### config.mk
export PLATFORM = sky130hd
export DESIGN_NAME = memc_dma_ldst_arb
export DESIGN_NICKNAME = d
export VERILOG_FILES = /design/src/rtl/memc_dma_ldst_arb.sv
export SDC_FILE = /design/constraint.sdc
export NUM_CORES = 1
export LEC_CHECK = 0
export ABC_AREA = 1
export CORE_ASPECT_RATIO = 2
export CORE_MARGIN = 10
export CORE_UTILIZATION = 45
export CTS_CLUSTER_DIAMETER = 100
export DETAILED_ROUTE_END_ITERATION = 7
export PLACE_DENSITY_LB_ADDON = 0.08
export SLEW_MARGIN = 20
export SYNTH_ARGS = -nofsm -noshare
export SYNTH_HDL_FRONTEND = slang
export SYNTH_SLANG_ARGS = --single-unit
export TNS_END_PERCENT = 1
### constraint.sdc
create_clock -name clk -period 6.5 [get_ports clk]
set_input_delay 1.3 -clock clk [delete_from_list [all_inputs] [get_ports clk]]
set_output_delay 1.3 -clock clk [all_outputs]
set_load 0.05 [all_outputs]
### src/rtl/memc_dma_ldst_arb.sv
// Per-lane memory-controller front end: arbitrates the stream-0 DMA and the SIMD
// load/store path onto one single-port SRAM, with a credit-managed DMA read-return queue.
//
// state    | meaning
// ---------+--------------------------------------------------------------
// ST_DMA   | DMA owns the SRAM; write/read round-robin on conflict
// ST_DRAIN | ldst asked for the SRAM; DMA blocked until in-flight reads land
// ST_LDST  | ldst granted; DMA queue keeps returning, no DMA accesses
module memc_dma_ldst_arb #(
  parameter int ADDR_WIDTH     = 24,
  parameter int DATA_WIDTH     = 32,
  parameter int MEM_RD_LATENCY = 2,
  parameter int RDQ_DEPTH      = 4
) (
  input  logic                  clk,
  input  logic                  reset_poweron,
  input  logic                  dma__memc__write_valid,
  input  logic [ADDR_WIDTH-1:0] dma__memc__write_address,
  input  logic [DATA_WIDTH-1:0] dma__memc__write_data,
  output logic                  memc__dma__write_ready,
  input  logic                  dma__memc__read_valid,
  input  logic [ADDR_WIDTH-1:0] dma__memc__read_address,
  input  logic                  dma__memc__read_pause,
  output logic                  memc__dma__read_ready,
  output logic [DATA_WIDTH-1:0] memc__dma__read_data,
  output logic                  memc__dma__read_data_valid,
  input  logic                  ldst__memc__request,
  output logic                  memc__ldst__granted,
  input  logic                  ldst__memc__released,
  input  logic                  ldst__memc__write_valid,
  input  logic [ADDR_WIDTH-1:0] ldst__memc__write_address,
  input  logic [DATA_WIDTH-1:0] ldst__memc__write_data,
  input  logic                  ldst__memc__read_valid,
  input  logic [ADDR_WIDTH-1:0] ldst__memc__read_address,
  output logic [DATA_WIDTH-1:0] memc__ldst__read_data,
  output logic                  memc__ldst__read_data_valid,
  output logic                  memc__sram__cs,
  output logic                  memc__sram__we,
  output logic [ADDR_WIDTH-1:0] memc__sram__addr,
  output logic [DATA_WIDTH-1:0] memc__sram__wdata,
  input  logic [DATA_WIDTH-1:0] sram__memc__rdata
);

  localparam int PW = $clog2(RDQ_DEPTH);
  localparam int CW = PW + 1;

  localparam logic [1:0] ST_DMA   = 2'd0;
  localparam logic [1:0] ST_DRAIN = 2'd1;
  localparam logic [1:0] ST_LDST  = 2'd2;

  logic [1:0]                r_state;
  logic                      r_rr;  // 0 = write side wins the next conflict
  logic [MEM_RD_LATENCY-1:0] r_dtag;
  logic [MEM_RD_LATENCY-1:0] r_ltag;
  logic [CW-1:0]             r_inflight;
  logic [CW-1:0]             r_count;
  logic [PW-1:0]             r_wptr;
  logic [PW-1:0]             r_rptr;
  logic [DATA_WIDTH-1:0]     r_rdq [RDQ_DEPTH];

  logic w_dma, w_ldst, w_credit, w_rd_elig, w_conflict;
  logic w_wr_ready, w_rd_ready, w_dma_wr, w_dma_rd;
  logic w_ldst_rd, w_ldst_wr, w_push, w_pop;

  // Reset gates every combinational output so the SRAM and DMA see nothing during reset.
  assign w_dma      = (r_state == ST_DMA) && !reset_poweron;
  assign w_ldst     = (r_state == ST_LDST) && !reset_poweron;
  assign w_credit   = ({1'b0, r_inflight} + {1'b0, r_count}) < (CW+1)'(RDQ_DEPTH);
  assign w_rd_elig  = dma__memc__read_valid && w_credit;
  assign w_conflict = dma__memc__write_valid && w_rd_elig;
  assign w_wr_ready = w_dma && !(w_conflict && r_rr);
  assign w_rd_ready = w_dma && w_credit && !(w_conflict && !r_rr);
  assign w_dma_wr   = w_wr_ready && dma__memc__write_valid;
  assign w_dma_rd   = w_rd_ready && dma__memc__read_valid;
  assign w_ldst_rd  = w_ldst && ldst__memc__read_valid;
  assign w_ldst_wr  = w_ldst && ldst__memc__write_valid && !ldst__memc__read_valid;
  assign w_push     = r_dtag[MEM_RD_LATENCY-1];
  assign w_pop      = (r_count != '0) && !dma__memc__read_pause;

  assign memc__dma__write_ready      = w_wr_ready;
  assign memc__dma__read_ready       = w_rd_ready;
  assign memc__dma__read_data_valid  = w_pop;
  assign memc__dma__read_data        = (r_count != '0) ? r_rdq[r_rptr] : '0;
  assign memc__ldst__granted         = (r_state == ST_LDST);
  assign memc__ldst__read_data_valid = r_ltag[MEM_RD_LATENCY-1];
  assign memc__ldst__read_data       = r_ltag[MEM_RD_LATENCY-1] ? sram__memc__rdata : '0;

  always_comb begin
    memc__sram__cs    = 1'b0;
    memc__sram__we    = 1'b0;
    memc__sram__addr  = '0;
    memc__sram__wdata = '0;
    if (w_dma_wr) begin
      memc__sram__cs    = 1'b1;
      memc__sram__we    = 1'b1;
      memc__sram__addr  = dma__memc__write_address;
      memc__sram__wdata = dma__memc__write_data;
    end else if (w_dma_rd) begin
      memc__sram__cs    = 1'b1;
      memc__sram__addr  = dma__memc__read_address;
    end else if (w_ldst_rd) begin
      memc__sram__cs    = 1'b1;
      memc__sram__addr  = ldst__memc__read_address;
    end else if (w_ldst_wr) begin
      memc__sram__cs    = 1'b1;
      memc__sram__we    = 1'b1;
      memc__sram__addr  = ldst__memc__write_address;
      memc__sram__wdata = ldst__memc__write_data;
    end
  end

  always_ff @(posedge clk or posedge reset_poweron) begin
    if (reset_poweron) begin
      r_state <= ST_DMA;
      r_rr    <= 1'b0;
    end else begin
      if (w_conflict && w_dma) r_rr <= ~r_rr;
      case (r_state)
        ST_DMA:   if (ldst__memc__request) r_state <= ST_DRAIN;
        ST_DRAIN: if (r_inflight == '0) r_state <= ST_LDST;
        ST_LDST:  if (ldst__memc__released) r_state <= ST_DMA;
        default:  r_state <= ST_DMA;
      endcase
    end
  end

  always_ff @(posedge clk or posedge reset_poweron) begin
    if (reset_poweron) begin
      r_dtag     <= '0;
      r_ltag     <= '0;
      r_inflight <= '0;
      r_count    <= '0;
      r_wptr     <= '0;
      r_rptr     <= '0;
    end else begin
      r_dtag[0] <= w_dma_rd;
      r_ltag[0] <= w_ldst_rd;
      for (int i = 1; i < MEM_RD_LATENCY; i++) begin
        r_dtag[i] <= r_dtag[i-1];
        r_ltag[i] <= r_ltag[i-1];
      end
      r_inflight <= r_inflight + CW'(w_dma_rd) - CW'(w_push);
      r_count    <= r_count + CW'(w_push) - CW'(w_pop);
      if (w_push) r_wptr <= r_wptr + 1'b1;
      if (w_pop)  r_rptr <= r_rptr + 1'b1;
    end
  end

  // Queue storage needs no reset: its output is masked while the queue is empty.
  always_ff @(posedge clk) begin
    if (w_push) r_rdq[r_wptr] <= sram__memc__rdata;
  end

endmodule

==> results of run 1 <==
-- final cells by class --
class	instances	area, µm²
clock buffer	26	629.4
clock inverter	7	55.05
fill	1299	5015
inverter	84	315.3
multi-input combinational	579	2750
sequential	145	4270
tap	207	259.0
timing repair buffer	343	3388
-- placed cells by master, fill, tap and decap left out, types with 4 or more instances in the layout --
cell	n
inv_2	6
clkdlybuf4s50_1	326
edfxtp_1	128
o21ai_1	8
clkinv_1	5
dfrtp_1	16
buf_4	16
inv_1	77
o21ai_0	58
nand2_1	183
ha_1	10
a21oi_1	33
nor2_1	178
nor2_2	7
nand4_1	80
xor2_1	4
clkbuf_16	25
-- through the flow --
step	total power [mW]	std cells	hold slack, ns	utilization
floorplan	2.619	867	0.3312	-
global placement	3.401	1358	0.3329	0.6584
detailed placement	3.424	1358	0.3347	0.6584
CTS	4.513	1391	0.3465	0.6994
global route	4.702	1391	0.3556	0.6994
finish	4.468	1391	0.3452	0.6994
-- power by group --
part,leakage [nW],internal [mW],switching [mW]
registers,1.36,1.08,0.0498
clock network,0.337,0.720,0.362
logic,3.20,0.733,1.53
-- per-layer routing --
metal / share of wire / global-route usage / wire, µm / vias up
li1: - / - / - / 3506
met1: 0.36 / 0.2519 / 9958 / 3362
met2: 0.52 / 0.4151 / 14430 / 329
met3: 0.095 / 0.07995 / 2640 / 32
met4: 0.024 / 0.07787 / 656 / 0
met5: 0 / 0 / 0 / -
-- flip-flops by register name, summed over array words and instances, names as in the netlist --
signal      flops
r_count         3
r_dtag          2
r_inflight      3
r_ltag          2
r_rdq         128
r_rptr          2
r_rr            1
r_state         2
r_wptr          2
-- cells by family after synthesis --
family,after synthesis
AOI/OAI and AO/OA,101
xor gates and xnor gates,7
adders and majority gates,12
buffers and inverters,143
DFF,145
and+or+nand+nor,459
-- path summary, 6_finish.rpt --
check,to,slack (ns),from,cells after the start
setup / recovery,memc__sram__wdata[17],1.16,reset_poweron,8
hold / removal,r_ltag[1]$_DFF_PP0_,0.35,r_ltag[0]$_DFF_PP0_,0
setup reg to reg,r_inflight[2]$_DFF_PP0_,3.78,r_count[2]$_DFF_PP0_,10
hold reg to reg,r_ltag[1]$_DFF_PP0_,0.35,r_ltag[0]$_DFF_PP0_,0
max in group asynchronous,r_rptr[0]$_DFFE_PP0P_,4.90,reset_poweron,3
min in group asynchronous,r_state[1]$_DFFE_PP0P_,1.15,reset_poweron,2
-- synth_stat cells (2+ instances only) --
library cell / count
xor2_1: 4
fa_1: 2
inv_2: 6
nor2_2: 7
inv_1: 77
nand2_2: 2
ha_1: 10
a21oi_1: 33
buf_1: 3
o21ai_0: 58
dfrtp_1: 17
xnor2_1: 3
buf_6: 4
buf_2: 14
buf_4: 8
clkbuf_1: 30
nand4_1: 80
edfxtp_1: 128
nor2_4: 2
nor2_1: 178
o21ai_1: 8
nand2_1: 183
==> summary.md, run 1 <==
| Metric | Value |
|---|---|
| Status | finished, final reports clean |
| Post-synth EDFFs | 128 |
| Detail Route Antenna Nets | 0 |
| Most frequent CP cell | clkdlybuf4s50_1 |
| Site row count | 67 |
| Vias in the first global route | 7422 |
| Delay-heaviest family, CP | buffers and inverters |
| Type of the worst min-delay path | flop to flop |
| Setup slack after layout | 1.155 ns |
| Routed WL | 27.69 mm |
| Fraction of registers with async set/reset | 0.1172 |
| Final RePlAce weighted congestion | 0.9131 |
| CTS tree | done |
| DRC Markers | 0 |
| Critical path class | primary input to output port |
| CP Capture Type | output port |
| Initial core utilization | 0.4572 |
| #FFs+latches synth | 145 |
| Simple-Gate Fraction of Synth Area | 0.2630 |
| Maximum clock insertion buffer count | 3 |
| Final Hold Fails | 0 |
| Nets | 1391 |
| Area contributors post-synth | edfxtp_1 (50%), nand2_1 (9.0%), nor2_1 (8.8%), nand4_1 (6.6%), dfrtp_1 (5.6%) |
| # clock sinks | 145 |
| H-tree depth | 4 |
| Die X-Extent | 112.1 µm |
| Mux contribution to synthesized area | 0 |
| Height of the chip | 204.1 µm |
| Largest fanout on the critical path | 40 |
| Setup Buffers After CTS | 0 |
| Gr ovfl total | 0 |
| Complex-gate fraction of the synthesized area | 0.06709 |
| Hpwl dp | 20.72 mm |
| Core area | 16680 µm² |
| Placed Area | 10980 µm² |
| Crit path cell chain | clkdlybuf4s50_1 -> inv_1 -> nand2_2 -> inv_2 -> buf_4 -> nand4_1 -> nand2_1 -> clkdlybuf4s50_1 |
| Ports | 328 |
| First-pass GRT wire length | 41.90 mm |
| Startpoint types | primary input |
| Setup TNS | 0 ns |
| Setup Slack @ Placement | 1.163 ns |
| Slowest stage delay, CP | 0.82 ns |
| Ys flop type | edfxtp_1 |
| Clock skew | 0.009945 ns |
| Post-CTS Hold Fix Bufs | 0 |
| Vias | 7229 |
| Post-cts sizing count | 0 |
| GRT Resource Usage Total | 0.2334 |
| Initial antenna violation count | 0 |
| Slowest CP cell | clkdlybuf4s50_1 |
| Maximum vdd ir drop | 0.0001650 V |
| Critical path buffers and inverters | 5 |
| Yosys Warn Count | 0 |
| Lkg Pwr | 4.903 nW |
| Skew-Pair Late Insertion Delay | 0.46 ns |
| Slew Limit Fails | 0 |
| Pre-antenna DRT Iters | 5 |
| Arrival @ worst endpoint | 4.04 ns |
| Post-synthesis sequential area ratio | 0.5597 |
| CP required | 5.20 ns |
| Die footprint | 22870 µm² |
| Main combinational cell family by area after synthesis | simple AND/OR/NAND/NOR gates |
| Area grow syn2layout | 52.97% |
| Synth Instances | 867 |
| Period utilisation layout | 0.8223 |
| Vias/cell | 5.197 |
| Syn nets | 1080 |
| Least-Margin Pin Slew | 0.9512 ns |
| CTS buffer count | 25 |
| Layout cell share with drive strength beyond 1 | 0.05743 |
| Cell Area, Synth | 7627 µm² |
| RSZ-0062 raised after global routing | false |
| Slew headroom | 0.3650 |
| Largest net degree at the start of global routing | 68 |
| Period minus WS final | 5.345 ns |
| PD cells | 382.9 nW/µm² |
| Initial DRC count | 421 |
| Clk slew on worst S/H paths | 0.05 ns |
| Root Buffer | clkbuf_16 |
| Yosys top cell by area | edfxtp_1 |
| # setup viols final | 0 |
| I/O Buffers | 327 |
| Final Cell Area | 11670 µm² |
| Avg Inst Size Synth | 8.797 µm² |
| Antenna cells | 0 |
| Post-synthesis adder-cell area fraction | 0.02165 |
| Routed len/inst | 19.90 µm |
| Post-Synth XOR/XNOR Area | 0.008038 |
| Share of the synthesized area in the top cell type | 0.5039 |
| Max Cap Violations | 0 |
| Synth cell types | 32 |
| Peak Freq | 187.1 MHz |
Note: power is estimated with default switching activity, not from simulation.
==> run 2, diff against run 1 <==
--- a/config.mk
+++ b/config.mk
@@ -8,7 +8,7 @@
 export ABC_AREA = 1
 export CORE_ASPECT_RATIO = 2
 export CORE_MARGIN = 10
-export CORE_UTILIZATION = 45
+export CORE_UTILIZATION = 39
 export CTS_CLUSTER_DIAMETER = 100
 export DETAILED_ROUTE_END_ITERATION = 7
 export PLACE_DENSITY_LB_ADDON = 0.08
==> constraint.sdc (replaced) <==
create_clock -name clk -period 4.65 [get_ports clk]
set_input_delay 0.93 -clock clk [delete_from_list [all_inputs] [get_ports clk]]
set_output_delay 0.93 -clock clk [all_outputs]
set_load 0.05 [all_outputs]
==> summary.md, run 2 (same netlist as run 1, synthesis figures left out) <==
| Metric | Value |
|---|---|
| DRC Markers | 0 (unchanged) |
| GRT Resource Usage Total | 0.2245 (-0.008907) |
| Area grow syn2layout | 61.12% |
| Post-CTS Hold Fix Bufs | 0 (unchanged) |
| Nets | 1384 (-0.50%) |
| Largest Register | r_rdq |
| Worst flop-to-flop path endpoint | r_inflight[2]$_DFF_PP0_ |
| Initial antenna violation count | 1 (+1) |
| Vias in the first global route | 7628 (+2.8%) |
| Site row count | 72 (+7.5%) |
| Cells after DPL | 1411 (+3.9%) |
| # clock sinks | 145 (unchanged) |
| Routed len/inst | 20.38 µm (+2.4%) |
| Power Total | 6.384 mW (+43%) |
| Critical path class | primary input to output port |
| CTS tree | done |
| Type of the worst min-delay path | flop to flop |
| Max reg flops | 128 (unchanged) |
| Final RePlAce weighted congestion | 0.8840 (-3.2%) |
| CP required | 3.72 ns (-1.48 ns) |
| Largest fanout on the critical path | 26 (-35%) |
| Peak Freq | 260.7 MHz |
| Pre-antenna DRT Iters | 5 (unchanged) |
| Clk slew on worst S/H paths | 0.06 ns (about the same) |
| Highest-count cells in the layout ignoring fill and taps | clkdlybuf4s50_1 (235), nand2_1 (183), nor2_1 (178) |
| Arrival @ worst endpoint | 2.91 ns (-1.13 ns) |
| # setup viols final | 0 (unchanged) |
| Registers with the most flip-flops | r_rdq: 128 flops, r_count: 3 flops, r_inflight: 3 flops |
| RSZ-0062 raised after global routing | false |
| Worst setup startpoint | reset_poweron |
| Least-Margin Pin Slew | 0.9599 ns (+0.008756 ns) |
| Post-cts sizing count | 0 (unchanged) |
| Setup TNS | 0 ns (unchanged) |
| Maximum vdd ir drop | 0.0003758 V (+130%) |
| Hpwl dp | 22.29 mm (+7.6%) |
| Detail Route Antenna Nets | 0 (unchanged) |
| Max Cap Violations | 0 (unchanged) |
| Root Buffer | clkbuf_16 |
| Lkg Pwr | 5.219 nW (+6.4%) |
| Skew-Pair Late Insertion Delay | 0.41 ns (-0.05 ns) |
| Slew Limit Fails | 0 (unchanged) |
| Non-filler cells in the finished layout | 1442 (+3.7%) |
| Setup Buffers After CTS | 0 (unchanged) |
| Vias | 7133 (-1.3%) |
| Commonest non-fill, non-tap cell in the layout | clkdlybuf4s50_1 |
| R2R depth | 10 (unchanged) |
| Initial core utilization | 0.3956 (-0.06157) |
| Slew headroom | 0.3591 (-0.005845) |
| Height of the chip | 217.8 µm (+6.7%) |
| Startpoint types | primary input |
| Period minus WS final | 3.836 ns |
| Initial DRC count | 315 (-25%) |
| Final Hold Fails | 0 (unchanged) |
| CP Capture Point | memc__sram__addr[21] |
| Gr ovfl total | 0 (unchanged) |
| Clock skew | 0.004737 ns (-0.005208 ns) |
| Die X-Extent | 118.9 µm (+6.1%) |
| I/O Buffers | 327 (unchanged) |
| First-pass GRT wire length | 44.60 mm (+6.5%) |
| Routed WL | 29.38 mm (+6.1%) |
| H-tree depth | 4 (unchanged) |
| CTS buffer count | 17 (-32%) |
| PD cells | 519.5 nW/µm² (+36%) |
| FF-to-FF setup slack | 1.93 ns (-1.85 ns) |
| Maximum clock insertion buffer count | 2 (-1) |
| Vias/cell | 4.947 (-4.8%) |
| CP Capture Type | output port |
| Core area | 19280 µm² (+16%) |
| Layout cell share with drive strength beyond 1 | 0.1345 (+0.07709) |
| Status | finished, final reports clean |
| Ports | 328 (unchanged) |
| Die footprint | 25890 µm² (+13%) |
| Reg-to-reg critical path startpoint | r_count[2]$_DFF_PP0_ |
| Largest net degree at the start of global routing | 67 (-1.5%) |
| Period utilisation layout | 0.8249 |
==> run 2: cell types whose count changed in the layout (fill, tap and decap cells not counted), sizes merged <==
cell / change
buf: +92
bufinv: +3
clkbuf: -9
diode: +1
clkinvlp: +2
clkdlybuf4s50: -91
clkinv: +1
==> run 2: report_power, final <==
group / switching (mW) / internal, mW / total (mW)
combinational: 2.22 / 1.22 / 3.44
clock: 0.483 / 0.882 / 1.37
sequential: 0.0738 / 1.50 / 1.58
==> run 2: worst min-delay path by stage <==
stage                     endpoint                start  cells past startpoint
3_5_place_dp   r_ltag[1]$_DFF_PP0_  r_ltag[0]$_DFF_PP0_                      0
4_1_cts        r_ltag[1]$_DFF_PP0_  r_ltag[0]$_DFF_PP0_                      0
5_1_grt        r_dtag[1]$_DFF_PP0_  r_dtag[0]$_DFF_PP0_                      0
6_report       r_ltag[1]$_DFF_PP0_  r_ltag[0]$_DFF_PP0_                      0
2_1_floorplan  r_dtag[1]$_DFF_PP0_  r_dtag[0]$_DFF_PP0_                      0
3_3_place_gp   r_ltag[1]$_DFF_PP0_  r_ltag[0]$_DFF_PP0_                      0
==> run 2: layout make-up <==
class                      count  area [µm²]
sequential                   145        4270
clock inverter                13       170.2
clock buffer                  17       425.4
multi-input combinational    579        2750
fill                        1618        6989
antenna                        1       2.502
timing repair buffer         344        4031
tap                          259       324.1
inverter                      84       315.3
==> run 2: per-layer routing <==
| metal | track usage | wire, µm |
|---|---|---|
| met5 | 0 | 0 |
| met4 | 0.09329 | 867 |
| met3 | 0.08815 | 2605 |
| met2 | 0.4076 | 16000 |
| met1 | 0.2211 | 9915 |
==> run 2: worst max-delay path: stages <==
cell             delay (ns)
clkdlybuf4s50_1        0.46
inv_1                  0.11
buf_4                  0.27
nand2_2                0.10
nor2_4                 0.49
nand2_1                0.11
nand2_1                0.09
nor2_1                 0.07
nand2_1                0.12
buf_12                 0.15
==> run 2: stage by stage <==
| stage | util | hold slack, ns | setup slack (ns) | area [µm²] |
|---|---|---|---|---|
| final | 0.6375 | 0.3459 | 0.8143 | 12290 |
| after floorplan | - | 0.3312 | 0.6743 | 7627 |
| after global routing | 0.6375 | 0.3516 | 0.6204 | 12290 |
| after global placement | 0.6064 | 0.3319 | 0.8269 | 11690 |
| after detailed placement | 0.6064 | 0.3358 | 0.7913 | 11690 |
| after CTS | 0.6373 | 0.3487 | 0.7894 | 12290 |
==> run 3, diff against run 2 <==
--- a/config.mk
+++ b/config.mk
@@ -8,7 +8,7 @@
 export ABC_AREA = 1
 export CORE_ASPECT_RATIO = 2
 export CORE_MARGIN = 10
-export CORE_UTILIZATION = 39
+export CORE_UTILIZATION = 43
 export CTS_CLUSTER_DIAMETER = 100
 export DETAILED_ROUTE_END_ITERATION = 7
 export PLACE_DENSITY_LB_ADDON = 0.08
==> constraint.sdc (replaced) <==
create_clock -name clk -period 3.94 [get_ports clk]
set_input_delay 0.788 -clock clk [delete_from_list [all_inputs] [get_ports clk]]
set_output_delay 0.788 -clock clk [all_outputs]
set_load 0.05 [all_outputs]
==> summary.md, run 3 (same netlist as run 1, synthesis figures left out) <==
| Metric | Value |
|---|---|
| Startpoint types | primary input |
| CTS buffer count | 17 (unchanged) |
| Vias/cell | 5.203 (+5.2%) |
| Reg-to-reg critical path startpoint | r_count[1]$_DFF_PP0_ |
| Highest-count cells in the layout ignoring fill and taps | clkdlybuf4s50_1 (234), nand2_1 (183), nor2_1 (178) |
| Vias in the first global route | 7528 (-1.3%) |
| CP Depth | 9 (-1) |
| CP Capture Type | output port |
| Root Buffer | clkbuf_16 |
| Slew Limit Fails | 0 (unchanged) |
| GRT Resource Usage Total | 0.2428 (+0.01833) |
| Routed WL | 29.46 mm (+0.24%) |
| Ports | 328 (unchanged) |
| Area grow syn2layout | 64.60% |
| Post-CTS Hold Fix Bufs | 0 (unchanged) |
| H-tree depth | 4 (unchanged) |
| Pre-antenna DRT Iters | 7 (+2) |
| Vias | 7268 (+1.9%) |
| Slew headroom | 0.3483 (-0.01076) |
| Final RePlAce weighted congestion | 0.8597 (-2.7%) |
| Lkg Pwr | 5.340 nW (+2.3%) |
| Delay-heaviest family, CP | simple AND/OR/NAND/NOR gates |
| Skew-Pair Late Insertion Delay | 0.42 ns (about the same) |
| Worst flop-to-flop path endpoint | r_inflight[2]$_DFF_PP0_ |
| Nets | 1387 (+0.22%) |
| I/O Buffers | 327 (unchanged) |
| Type of the worst min-delay path | flop to flop |
| # setup viols final | 0 (unchanged) |
| Period minus WS final | 3.305 ns |
| Worst setup startpoint | reset_poweron |
| CP required | 3.15 ns (-0.57 ns) |
| Status | finished, final reports clean |
| Height of the chip | 208.4 µm (-4.3%) |
| P_sw | 3.439 mW (+24%) |
| Setup Buffers After CTS | 0 (unchanged) |
| Routed len/inst | 21.08 µm (+3.5%) |
| Clock share of power | 0.193 (-0.021) |
| Setup TNS | 0 ns (unchanged) |
| Reg power frac | 0.230 (-0.017) |
| Peak Freq | 302.6 MHz |
| Largest net degree at the start of global routing | 67 (unchanged) |
| Layout cell share with drive strength beyond 1 | 0.1398 (+0.005331) |
| Post-cts sizing count | 0 (unchanged) |
| Max reg flops | 128 (unchanged) |
| Final Core Density | 0.7233 (+0.08587) |
| Initial DRC count | 467 (+48%) |
| Crit path cell chain | clkdlybuf4s50_1 -> inv_1 -> nand2_2 -> nor2_2 -> nand3_4 -> nor2_1 -> nor2_1 -> nand2_1 -> buf_12 |
| Pint | 4.633 mW (+29%) |
| Most frequent CP cell | nor2_1 |
| Least-Margin Pin Slew | 0.9761 ns (+0.01612 ns) |
| Maximum vdd ir drop | 0.0003306 V (-12%) |
| Initial antenna violation count | 0 (-1) |
| Critical path class | primary input to output port |
| First-pass GRT wire length | 44.46 mm (-0.33%) |
| Largest fanout on the critical path | 27 (+3.8%) |
| Critical path buffers and inverters | 3 (-1) |
| Slowest stage delay, CP | 0.47 ns (-0.02 ns) |
| Logic pwr share | 0.577 (+0.038) |
| Arrival @ worst endpoint | 2.52 ns (-0.39 ns) |
| Commonest non-fill, non-tap cell in the layout | clkdlybuf4s50_1 |
| RSZ-0062 raised after global routing | false |
| Site row count | 68 (-5.6%) |
| PD cells | 642.9 nW/µm² (+24%) |
| Slowest CP cell | clkdlybuf4s50_1 |
| Maximum clock insertion buffer count | 2 (unchanged) |
| Max Cap Violations | 0 (unchanged) |
| Registers with the most flip-flops | r_rdq: 128 flops, r_count: 3 flops, r_inflight: 3 flops |
| # clock sinks | 145 (unchanged) |
| Net Sw Frac | 0.4261 (-0.009492) |
| Largest Register | r_rdq |
| Period utilisation layout | 0.8388 |
| Clk slew on worst S/H paths | 0.06 ns (about the same) |
| FF-to-FF setup slack | 1.25 ns (-0.68 ns) |
| Final Hold Fails | 0 (unchanged) |
| Core area | 17360 µm² (-10%) |
| Hpwl dp | 22.65 mm (+1.6%) |
| CTS tree | done |
| Antenna cells | 0 (-1) |
| Die X-Extent | 114.2 µm (-4.0%) |
| Power Total | 8.072 mW (+26%) |
| R2R depth | 10 (unchanged) |
| Clock skew | 0.007420 ns (+0.002683 ns) |
| DRC Markers | 0 (unchanged) |
| Detail Route Antenna Nets | 0 (unchanged) |
| Die footprint | 23790 µm² (-8.1%) |
| Gr ovfl total | 0 (unchanged) |
| Initial core utilization | 0.4394 (+0.04381) |
| CP Capture Point | memc__sram__addr[18] |
## run 3: changes by cell type in the layout (fill, tap and decap cells not counted)
cell | previous run | this run
diode_2 | 1 | 0
clkinv_4 | 1 | 2
clkdlybuf4s50_1 | 235 | 234
buf_12 | 69 | 95
clkinv_2 | 3 | 2
bufinv_16 | 4 | 2
buf_4 | 39 | 17
inv_6 | 0 | 5
clkinv_1 | 4 | 3
## run 3: through the flow
| stage | worst slack, ns | instances | hold slack, ns | instance area, µm² |
|---|---|---|---|---|
| floorplan | 0.2483 | 867 | 0.3312 | 7627 |
| global placement | 0.6148 | 1365 | 0.3342 | 11980 |
| detailed placement | 0.6324 | 1365 | 0.3373 | 11980 |
| CTS | 0.6089 | 1397 | 0.3520 | 12550 |
| global route | 0.4941 | 1397 | 0.3527 | 12550 |
| finish | 0.6350 | 1397 | 0.3494 | 12550 |
## run 3: worst reg2reg max path, cell delays in order (launching register included)
cell and delay (ns):
dfrtp_1 0.49, ha_1 0.28, nand2_1 0.07, nor2_2 0.06, nor2_4 0.15, nand3_4 0.31
ha_1 0.42, inv_1 0.04, ha_1 0.19, fa_1 0.40, xor2_1 0.16
## run 3: final cells by class
| cell class | count | area, µm² |
|---|---|---|
| Inverter | 84 | 315.3 |
| Multi-Input combinational cell | 579 | 2750 |
| Clock buffer | 17 | 425.4 |
| Clock inverter | 15 | 153.9 |
| Timing Repair Buffer | 347 | 4377 |
| Fill cell | 1248 | 4802 |
| Tap cell | 210 | 262.8 |
| Sequential cell | 145 | 4270 |
## run 3: power groups by stage
| stage | logic [mW] | registers, mW | clock network (mW) |
|---|---|---|---|
| 6_report | 4.65 | 1.86 | 1.56 |
| 5_1_grt | 4.93 | 1.87 | 1.65 |
| 4_1_cts | 4.71 | 1.86 | 1.58 |
| 3_5_place_dp | 4.68 | 1.89 | 0 |
| 3_3_place_gp | 4.64 | 1.89 | 0 |
| 2_1_floorplan | 2.46 | 1.87 | 0 |
## run 3: layer usage
layer  vias up  share of wire  track usage
met3        25          0.088      0.07952
li1       3506              -            -
met4         0          0.016      0.07016
met1      3423           0.33       0.2367
met2       314           0.57       0.4610
met5         -              0            0
## run 3: worst min path at each step
stage	start	end	slack (ns)	depth (start not counted)
6_report	r_dtag[0]$_DFF_PP0_	r_dtag[1]$_DFF_PP0_	0.35	0
5_1_grt	r_dtag[0]$_DFF_PP0_	r_dtag[1]$_DFF_PP0_	0.35	0
4_1_cts	r_dtag[0]$_DFF_PP0_	r_dtag[1]$_DFF_PP0_	0.35	0
3_5_place_dp	r_dtag[0]$_DFF_PP0_	r_dtag[1]$_DFF_PP0_	0.34	0
3_3_place_gp	r_ltag[0]$_DFF_PP0_	r_ltag[1]$_DFF_PP0_	0.33	0
2_1_floorplan	r_dtag[0]$_DFF_PP0_	r_dtag[1]$_DFF_PP0_	0.33	0
